--- config.mk ---
export PLATFORM = sky130hd
export DESIGN_NAME = rtc_scan_sequencer_flat
export DESIGN_NICKNAME = d
export VERILOG_FILES = /design/src/rtl/rtc_scan_sequencer_pkg.sv /design/src/rtl/rtc_scan_sequencer_if.sv /design/src/rtl/rtc_scan_sequencer_tick.sv /design/src/rtl/rtc_scan_sequencer.sv /design/src/flat_wrapper.sv
export SDC_FILE = /design/constraint.sdc
export NUM_CORES = 1
export LEC_CHECK = 0
export CORE_MARGIN = 4
export CORE_UTILIZATION = 54
export CTS_BUF_LIST = sky130_fd_sc_hd__clkbuf_4
export DETAILED_ROUTE_END_ITERATION = 10
export PLACE_DENSITY = 0.83
export SLEW_MARGIN = 20
export SYNTH_ARGS = -nofsm -noshare
export SYNTH_HDL_FRONTEND = slang
export SYNTH_SLANG_ARGS = --single-unit
--- constraint.sdc ---
create_clock -name clk -period 2.89 [get_ports clk]
set_clock_uncertainty 0.05 [all_clocks]
set_input_delay 0.578 -clock clk [delete_from_list [all_inputs] [get_ports clk]]
set_output_delay 0.578 -clock clk [all_outputs]
set_load 0.02 [all_outputs]
--- src/rtl/rtc_scan_sequencer_pkg.sv ---
// Shared definitions for the RTC scan sequencer: FSM encoding, RTC register
// map walked by a scan, and the register-bank hold bit positions.
package rtc_scan_pkg;

    typedef enum logic [2:0] {
        ST_IDLE     = 3'd0,
        ST_CMD_REQ  = 3'd1,
        ST_CMD_WAIT = 3'd2,
        ST_RD_REQ   = 3'd3,
        ST_RD_WAIT  = 3'd4,
        ST_STORE    = 3'd5,
        ST_DONE     = 3'd6
    } state_t;

    localparam int NUM_REGS = 9;

    // Register-bank hold bit positions, in scan order.
    localparam int HOLD_SEG_HORA   = 0;
    localparam int HOLD_MIN_HORA   = 1;
    localparam int HOLD_HORA_HORA  = 2;
    localparam int HOLD_DIA_FECHA  = 3;
    localparam int HOLD_MES_FECHA  = 4;
    localparam int HOLD_JAHR_FECHA = 5;
    localparam int HOLD_SEG_TIMER  = 6;
    localparam int HOLD_MIN_TIMER  = 7;
    localparam int HOLD_HORA_TIMER = 8;

    localparam logic [3:0] LAST_INDEX = 4'(HOLD_HORA_TIMER);

    // RTC RAM address read for each scan index (time, date, timer).
    function automatic logic [7:0] addr_of(input logic [3:0] index);
        logic [7:0] addr;
        case (index)
            4'd0:    addr = 8'h21;
            4'd1:    addr = 8'h22;
            4'd2:    addr = 8'h23;
            4'd3:    addr = 8'h24;
            4'd4:    addr = 8'h25;
            4'd5:    addr = 8'h26;
            4'd6:    addr = 8'h41;
            4'd7:    addr = 8'h42;
            4'd8:    addr = 8'h43;
            default: addr = 8'h00;
        endcase
        return addr;
    endfunction

endpackage

--- src/rtl/rtc_scan_sequencer_if.sv ---
// Request/response link between the scan sequencer and the RTC bus engine.
interface rtc_scan_sequencer_if;

    // req_write / req_read are single-cycle strobes with req_addr/req_data
    // valid alongside; the engine answers every strobe with exactly one
    // single-cycle bus_done, and bus_rdata is meaningful only while bus_done
    // is high. No new strobe is issued before the previous bus_done.
    logic [7:0] req_addr;
    logic [7:0] req_data;
    logic       req_write;
    logic       req_read;
    logic       bus_done;
    logic [7:0] bus_rdata;

    modport master (
        output req_addr,
        output req_data,
        output req_write,
        output req_read,
        input  bus_done,
        input  bus_rdata
    );

    modport slave (
        input  req_addr,
        input  req_data,
        input  req_write,
        input  req_read,
        output bus_done,
        output bus_rdata
    );

endinterface

--- src/rtl/rtc_scan_sequencer_tick.sv ---
// Free-running refresh divider: one tick every REFRESH_CYCLES clocks while
// enabled, counter parked at zero while disabled.
module rtc_scan_tick #(
    parameter int REFRESH_CYCLES = 10_000_000
) (
    input  logic clk,
    input  logic reset,
    input  logic enable,
    output logic tick
);

    localparam int CW = (REFRESH_CYCLES > 2) ? $clog2(REFRESH_CYCLES) : 1;
    localparam logic [CW-1:0] CNT_LAST = CW'(REFRESH_CYCLES - 1);

    logic [CW-1:0] cnt_q;

    assign tick = enable && (cnt_q == CNT_LAST);

    always_ff @(posedge clk or negedge reset) begin
        if (!reset) begin
            cnt_q <= '0;
        end else if (!enable || tick) begin
            cnt_q <= '0;
        end else begin
            cnt_q <= cnt_q + CW'(1);
        end
    end

endmodule

--- src/rtl/rtc_scan_sequencer.sv ---
// Periodically latches the RTC into its RAM, reads back the nine time/date/
// timer registers and loads them into the display register bank.
module rtc_scan_sequencer
    import rtc_scan_pkg::*;
#(
    parameter int         REFRESH_CYCLES = 10_000_000,
    parameter int         TIMEOUT_CYCLES = 1024,
    parameter logic [7:0] CMD_ADDR       = 8'hF0,
    parameter logic [7:0] CMD_DATA       = 8'hF2
) (
    input  logic                   clk,
    input  logic                   reset,
    input  logic                   enable,
    input  logic                   force_scan,
    rtc_scan_sequencer_if.master   bus,
    output logic [7:0]             wr_data,
    output logic [NUM_REGS-1:0]    hold,
    output logic                   busy,
    output logic                   scan_done,
    output logic                   timeout_err,
    output state_t                 state_dbg
);

    localparam int TW = $clog2(TIMEOUT_CYCLES + 1);
    localparam logic [TW-1:0] TO_LAST = TW'(TIMEOUT_CYCLES - 1);

    state_t        state_q;
    state_t        state_d;
    logic [3:0]    index_q;
    logic          pending_q;
    logic [TW-1:0] tcnt_q;
    logic [7:0]    wr_data_q;

    logic tick;
    logic start;
    logic in_wait;
    logic tcnt_last;
    logic timeout_hit;

    rtc_scan_tick #(
        .REFRESH_CYCLES(REFRESH_CYCLES)
    ) u_tick (
        .clk    (clk),
        .reset  (reset),
        .enable (enable),
        .tick   (tick)
    );

    assign in_wait   = (state_q == ST_CMD_WAIT) || (state_q == ST_RD_WAIT);
    assign tcnt_last = (tcnt_q == TO_LAST);

    // Next-state logic. bus_done is only looked at in the two wait states,
    // so a stray completion anywhere else has no effect.
    always_comb begin
        state_d     = state_q;
        start       = 1'b0;
        timeout_hit = 1'b0;
        case (state_q)
            ST_IDLE: begin
                if (pending_q || force_scan) begin
                    state_d = ST_CMD_REQ;
                    start   = 1'b1;
                end
            end
            ST_CMD_REQ: state_d = ST_CMD_WAIT;
            ST_CMD_WAIT: begin
                if (bus.bus_done) begin
                    state_d = ST_RD_REQ;
                end else if (tcnt_last) begin
                    state_d     = ST_IDLE;
                    timeout_hit = 1'b1;
                end
            end
            ST_RD_REQ: state_d = ST_RD_WAIT;
            ST_RD_WAIT: begin
                if (bus.bus_done) begin
                    state_d = ST_STORE;
                end else if (tcnt_last) begin
                    state_d     = ST_IDLE;
                    timeout_hit = 1'b1;
                end
            end
            ST_STORE: state_d = (index_q == LAST_INDEX) ? ST_DONE : ST_RD_REQ;
            ST_DONE:  state_d = ST_IDLE;
            default:  state_d = ST_IDLE;
        endcase
    end

    always_ff @(posedge clk or negedge reset) begin
        if (!reset) begin
            state_q <= ST_IDLE;
        end else begin
            state_q <= state_d;
        end
    end

    always_ff @(posedge clk or negedge reset) begin
        if (!reset) begin
            index_q <= '0;
        end else if (start) begin
            index_q <= '0;
        end else if (state_q == ST_STORE && index_q != LAST_INDEX) begin
            index_q <= index_q + 4'd1;
        end
    end

    // One-deep request memory: a start consumes it, any tick or force seen
    // while not starting (including mid-scan) queues exactly one more scan.
    always_ff @(posedge clk or negedge reset) begin
        if (!reset) begin
            pending_q <= 1'b0;
        end else if (start) begin
            pending_q <= 1'b0;
        end else if (tick || force_scan) begin
            pending_q <= 1'b1;
        end
    end

    // Counts cycles spent in a wait state; any non-wait state rearms it, so
    // every wait begins from zero.
    always_ff @(posedge clk or negedge reset) begin
        if (!reset) begin
            tcnt_q <= '0;
        end else if (!in_wait) begin
            tcnt_q <= '0;
        end else begin
            tcnt_q <= tcnt_q + TW'(1);
        end
    end

    always_ff @(posedge clk or negedge reset) begin
        if (!reset) begin
            wr_data_q <= '0;
        end else if (state_q == ST_RD_WAIT && bus.bus_done) begin
            wr_data_q <= bus.bus_rdata;
        end
    end

    // Request outputs decode from state so they drop to zero the instant
    // reset is asserted.
    always_comb begin
        bus.req_addr  = 8'h00;
        bus.req_data  = 8'h00;
        bus.req_write = 1'b0;
        bus.req_read  = 1'b0;
        case (state_q)
            ST_CMD_REQ: begin
                bus.req_write = 1'b1;
                bus.req_addr  = CMD_ADDR;
                bus.req_data  = CMD_DATA;
            end
            ST_CMD_WAIT: begin
                bus.req_addr = CMD_ADDR;
                bus.req_data = CMD_DATA;
            end
            ST_RD_REQ: begin
                bus.req_read = 1'b1;
                bus.req_addr = addr_of(index_q);
            end
            ST_RD_WAIT: begin
                bus.req_addr = addr_of(index_q);
            end
            default: begin
                bus.req_addr = 8'h00;
            end
        endcase
    end

    always_comb begin
        hold = '0;
        if (state_q == ST_STORE) begin
            hold[index_q] = 1'b1;
        end
    end

    assign wr_data     = wr_data_q;
    assign busy        = (state_q != ST_IDLE);
    assign scan_done   = (state_q == ST_DONE);
    assign timeout_err = timeout_hit;
    assign state_dbg   = state_q;

endmodule

--- src/flat_wrapper.sv ---
// flat-port wrapper written by rule: the top's interface ports become plain ports
module rtc_scan_sequencer_flat import rtc_scan_pkg::*;
#(
    parameter int         REFRESH_CYCLES = 10_000_000,
    parameter int         TIMEOUT_CYCLES = 1024,
    parameter logic [7:0] CMD_ADDR       = 8'hF0,
    parameter logic [7:0] CMD_DATA       = 8'hF2
)
  (clk, reset, enable, force_scan, wr_data, hold, busy, scan_done, timeout_err, state_dbg, bus_req_addr, bus_req_data, bus_req_write, bus_req_read, bus_bus_done, bus_bus_rdata);
  rtc_scan_sequencer_if bus_i ();
  input  logic clk;
  input  logic reset;
  input  logic enable;
  input  logic force_scan;
  output logic [7:0] wr_data;
  output logic [NUM_REGS-1:0] hold;
  output logic busy;
  output logic scan_done;
  output logic timeout_err;
  output state_t state_dbg;
  output wire logic [$bits(bus_i.req_addr)-1:0] bus_req_addr;
  output wire logic [$bits(bus_i.req_data)-1:0] bus_req_data;
  output wire logic [$bits(bus_i.req_write)-1:0] bus_req_write;
  output wire logic [$bits(bus_i.req_read)-1:0] bus_req_read;
  input wire logic [$bits(bus_i.bus_done)-1:0] bus_bus_done;
  input wire logic [$bits(bus_i.bus_rdata)-1:0] bus_bus_rdata;
  assign bus_req_addr = bus_i.req_addr;
  assign bus_req_data = bus_i.req_data;
  assign bus_req_write = bus_i.req_write;
  assign bus_req_read = bus_i.req_read;
  assign bus_i.bus_done = bus_bus_done;
  assign bus_i.bus_rdata = bus_bus_rdata;
  rtc_scan_sequencer #(.REFRESH_CYCLES(REFRESH_CYCLES), .TIMEOUT_CYCLES(TIMEOUT_CYCLES), .CMD_ADDR(CMD_ADDR), .CMD_DATA(CMD_DATA)) u_core (.clk(clk), .reset(reset), .enable(enable), .force_scan(force_scan), .bus(bus_i), .wr_data(wr_data), .hold(hold), .busy(busy), .scan_done(scan_done), .timeout_err(timeout_err), .state_dbg(state_dbg));
endmodule
==> reports/summary.log <==
qor: detailed_routing.route.met3.wl 287 um
qor: setup_path.timing.critical_path.from_type register
qor: die.core_area 4850 sq um
qor: global_routing.grt_util_all_layers 0.192
qor: layout.antenna_fix_cells 0
qor: setup_path.worst_ep_required 2.26 ns
qor: sta.final.hold.worst_slack 0.0634 ns
qor: setup_path.worst_setup_path_startpoint u_core.state_dbg[0]
qor: setup_path.r2r_cells 4
qor: clocking.cts_tree yes
qor: setup_path.worst_ep_arrival_time 2.08 ns
qor: clocking.clk_pin_slew_worst_paths 0.16 ns
qor: detailed_routing.final_routed_drc_violation_total 0
qor: global_routing.grt_pass1_vias 2,108
qor: layout.most_common_cell_after_layout_fill_and_taps_aside sky130_fd_sc_hd__dfrtp_1
qor: layout.drive_above_1_share 0.107
qor: detailed_routing.wl_per_cell 14.5 um
qor: logic_synthesis.sequential_to_total_area_share_from_yosys_stat 0.457
qor: sta.finalCritPeriodShare 0.937
qor: setup_path.critPathMaxFanout 15
qor: layout.layout_common_cells sky130_fd_sc_hd__dfrtp_1 (49), sky130_fd_sc_hd__clkdlybuf4s50_1 (41), sky130_fd_sc_hd__nor2_1 (33)
qor: placed_design.port_buffers 49
qor: placed_design.dpl.cell_count 393
qor: outcome.status complete, no violations
qor: min_path.min_path_type input port to asynchronous set/reset pin
qor: detailed_routing.route.detailed.vias_per_inst 5.47
qor: die.die_y 79.9 um
qor: setup_path.critical_path_class register to output pin
qor: setup_path.r2r_slack 0.82 ns
qor: logic_synthesis.synth_area_leaders sky130_fd_sc_hd__dfrtp_1 (46%), sky130_fd_sc_hd__nor2_1 (4.4%), sky130_fd_sc_hd__xnor2_1 (3.8%)
qor: layout.final_net_count 354
qor: logic_synthesis.yosys.area.top_type_share 0.457
qor: die.floorplan.io_pins 54
qor: detailed_routing.via_count 2,204
qor: die.rows 25
qor: detailed_routing.met2WireLength 2850 um
qor: detailed_routing.routed_wl 5830 um
qor: die.floorplan.initialDensity 0.575
qor: setup_path.critical_path.endpoint bus_req_data[7]
qor: global_routing.antenna_violations_before_repair 0
qor: sta.maxSlewViolCount 0
qor: logic_synthesis.synthesis.yosys.warnings 0
qor: placed_design.hpwlAfterDp 4410 um
qor: setup_path.worst_setup_path_end_kind output pin
qor: clocking.worst_skew_pair.late_latency 0.38 ns
qor: logic_synthesis.netlist.top_cell.by_area sky130_fd_sc_hd__dfrtp_1
qor: clocking.cts_root_buf sky130_fd_sc_hd__clkbuf_4
qor: clocking.cts_buffers 5
qor: global_routing.grt_first_pass_wirelength 9710 um
qor: logic_synthesis.ys_seq_elements 51
qor: detailed_routing.drt_pre_antenna_iters 4
qor: detailed_routing.route.top_layer_used met4
qor: global_routing.globalRouteOverflowTotal 0
qor: layout.area.growth.synth_to_final 20.9%
qor: setup_path.critical_path.reg2reg.endpoint u_core.u_tick.cnt_q[21]
qor: logic_synthesis.synth.lib_cells_used.distinct 40
qor: logic_synthesis.post_synth.cell_area_avg 9.59 sq um
qor: clocking.cts_hold_repair.buffers 0
qor: clocking.cts-root-to-sink-buffers 2
qor: clocking.cts.sinks 51
qor: die.die_w 79.9 um
qor: job.drv.max_cap_violation_count 0
qor: global_routing.maximum_number_of_pins_on_one_net_before_global_route_repair 34
qor: sta.fmax 0.369 GHz
qor: die.floorplan.die_area 6380 sq um
qor: detailed_routing.wl_met1 2580 um
qor: layout.fin_cells 403
qor: power.total_leakage_power 1.43 nW
qor: detailed_routing.antenna_violating_nets_post_route 0
qor: logic_synthesis.syn-cell-area 2790 sq um
qor: power.peakVddDrop 0.450 mV
qor: logic_synthesis.syn-instance-count 291
qor: sta.final_hold_viol_count 0
qor: power.power_density 696 nW/um^2
qor: detailed_routing.drt_iter0_markers 106
qor: clocking.clock_tree.htree_level_count 2
qor: setup_path.crit-reg2reg-launch u_core.u_tick.cnt_q[7]
qor: sta.layout_min_cycle_time 2.71 ns
qor: sta.rsz0062_at_grt false
qor: sta.setup_total_negative_slack 0 ns
qor: sta.setup-violations-final 0
qor: placed_design.gp_routability_congestion 0.878
-- power breakdown --
part	internal, mW	switching [mW]	total (mW)	leakage [nW]
logic	0.502	0.582	1.08	0.714
clock network	0.0978	0.237	0.335	0.0278
registers	0.818	0.110	0.928	0.686
total	1.42	0.929	2.35	1.43
-- state kept, by name, summed over array words and instances (netlist names) --
| register | cells |
|---|---|
| u_core.index_q | 4 |
| u_core.tcnt_q | 11 |
| u_core.u_tick.cnt_q | 24 |
| u_core.wr_data | 8 |
| u_core.state_dbg | 3 |
| u_core.pending_q | 1 |
-- stage by stage --
stage / cell area (sq um) / utilization / setup WS (ns) / power (mW)
after floorplan: 2800 / - / 0.473 / 1.61
after global routing: 3370 / 0.695 / 0.0102 / 2.50
after CTS: 3340 / 0.689 / 0.0215 / 2.37
final: 3370 / 0.695 / 0.182 / 2.35
after detailed placement: 3270 / 0.675 / 0.211 / 2.04
after global placement: 3270 / 0.675 / 0.240 / 2.00
-- cell families (layout without fill, tap and decap cells) --
kind of cell,Yosys count,count (layout),share of synthesized area
muxes,10,10,0.0395
DFF,51,51,0.457
AOI/OAI and AO/OA,37,37,0.0812
and+or+nand+nor,132,132,0.260
xor gates and xnor gates,24,24,0.0753
buffers and inverters,30,72,0.0587
other,1,4,0.00134
adders and majority gates,6,6,0.0269
-- Yosys cell counts --
cell type and n:
sky130_fd_sc_hd__dfrtp_1 51, sky130_fd_sc_hd__nor2_1 33, sky130_fd_sc_hd__nand2_1 16, sky130_fd_sc_hd__a21oi_1 14, sky130_fd_sc_hd__nand3_1 12, sky130_fd_sc_hd__xnor2_1 12, sky130_fd_sc_hd__xor2_1 12, sky130_fd_sc_hd__buf_4 11
sky130_fd_sc_hd__and2_1 10, sky130_fd_sc_hd__nand4_1 10, sky130_fd_sc_hd__o21ai_0 10, sky130_fd_sc_hd__nor3_1 9, sky130_fd_sc_hd__clkbuf_1 8, sky130_fd_sc_hd__inv_1 8, sky130_fd_sc_hd__mux2_2 8, sky130_fd_sc_hd__o31ai_1 7
sky130_fd_sc_hd__or3_1 7, sky130_fd_sc_hd__or4_1 7, sky130_fd_sc_hd__ha_1 6, sky130_fd_sc_hd__and3_1 5, sky130_fd_sc_hd__nand2b_1 5, sky130_fd_sc_hd__a21o_1 3, sky130_fd_sc_hd__and3b_1 3, sky130_fd_sc_hd__and4_1 3
sky130_fd_sc_hd__nor3b_1 3, sky130_fd_sc_hd__buf_2 2, sky130_fd_sc_hd__mux2i_1 2, sky130_fd_sc_hd__nor4_1 2, sky130_fd_sc_hd__a21oi_2 1, sky130_fd_sc_hd__and4_2 1, sky130_fd_sc_hd__buf_6 1, sky130_fd_sc_hd__conb_1 1
sky130_fd_sc_hd__nand3b_1 1, sky130_fd_sc_hd__nand4_2 1, sky130_fd_sc_hd__nor2b_1 1, sky130_fd_sc_hd__nor4bb_1 1, sky130_fd_sc_hd__o22ai_1 1, sky130_fd_sc_hd__o41ai_2 1, sky130_fd_sc_hd__or2_1 1, sky130_fd_sc_hd__or4_4 1
-- area by class of cell --
cell class                      count  area (sq um)
Inverter                            8          30.0
Timing Repair Buffer               56           537
Fill cell                         372          1480
Clock inverter                      3          23.8
Multi-Input combinational cell    213          1380
Clock buffer                        5          37.5
Tap cell                           67          83.8
Sequential cell                    51          1280
-- critical path, stage by stage, from the launching register on --
cell and delay, ns:
sky130_fd_sc_hd__dfrtp_2 0.53, sky130_fd_sc_hd__nand2b_1 0.19, sky130_fd_sc_hd__a21o_1 0.18, sky130_fd_sc_hd__inv_1 0.16, sky130_fd_sc_hd__clkdlybuf4s50_1 0.64
-- worst min-delay path by stage --
stage                     cells after the start             start                end  slack, ns
after floorplan                               0             reset  u_core.index_q[0]       0.23
after global placement                        1  u_core.tcnt_q[0]   u_core.tcnt_q[0]       0.41
after detailed placement                      1  u_core.tcnt_q[0]   u_core.tcnt_q[0]       0.45
after CTS                                     1             reset  u_core.wr_data[3]       0.06
after global routing                          1             reset  u_core.wr_data[2]       0.06
final                                         1             reset  u_core.wr_data[3]       0.06
-- what timing repair did --
item	in CTS	in global routing
gates resized for setup	7	8
hold endpoints to repair	0	0
setup buffers	0	2
endpoints found under the setup margin	8	16
-- per-layer routing --
layer,vias to the layer above,track usage
met1,1042,0.240
met4,0,0.0709
met5,-,0
met2,60,0.328
li1,1091,-
met3,11,0.0361
No activity file was read; power rests on OpenSTA's default activity.
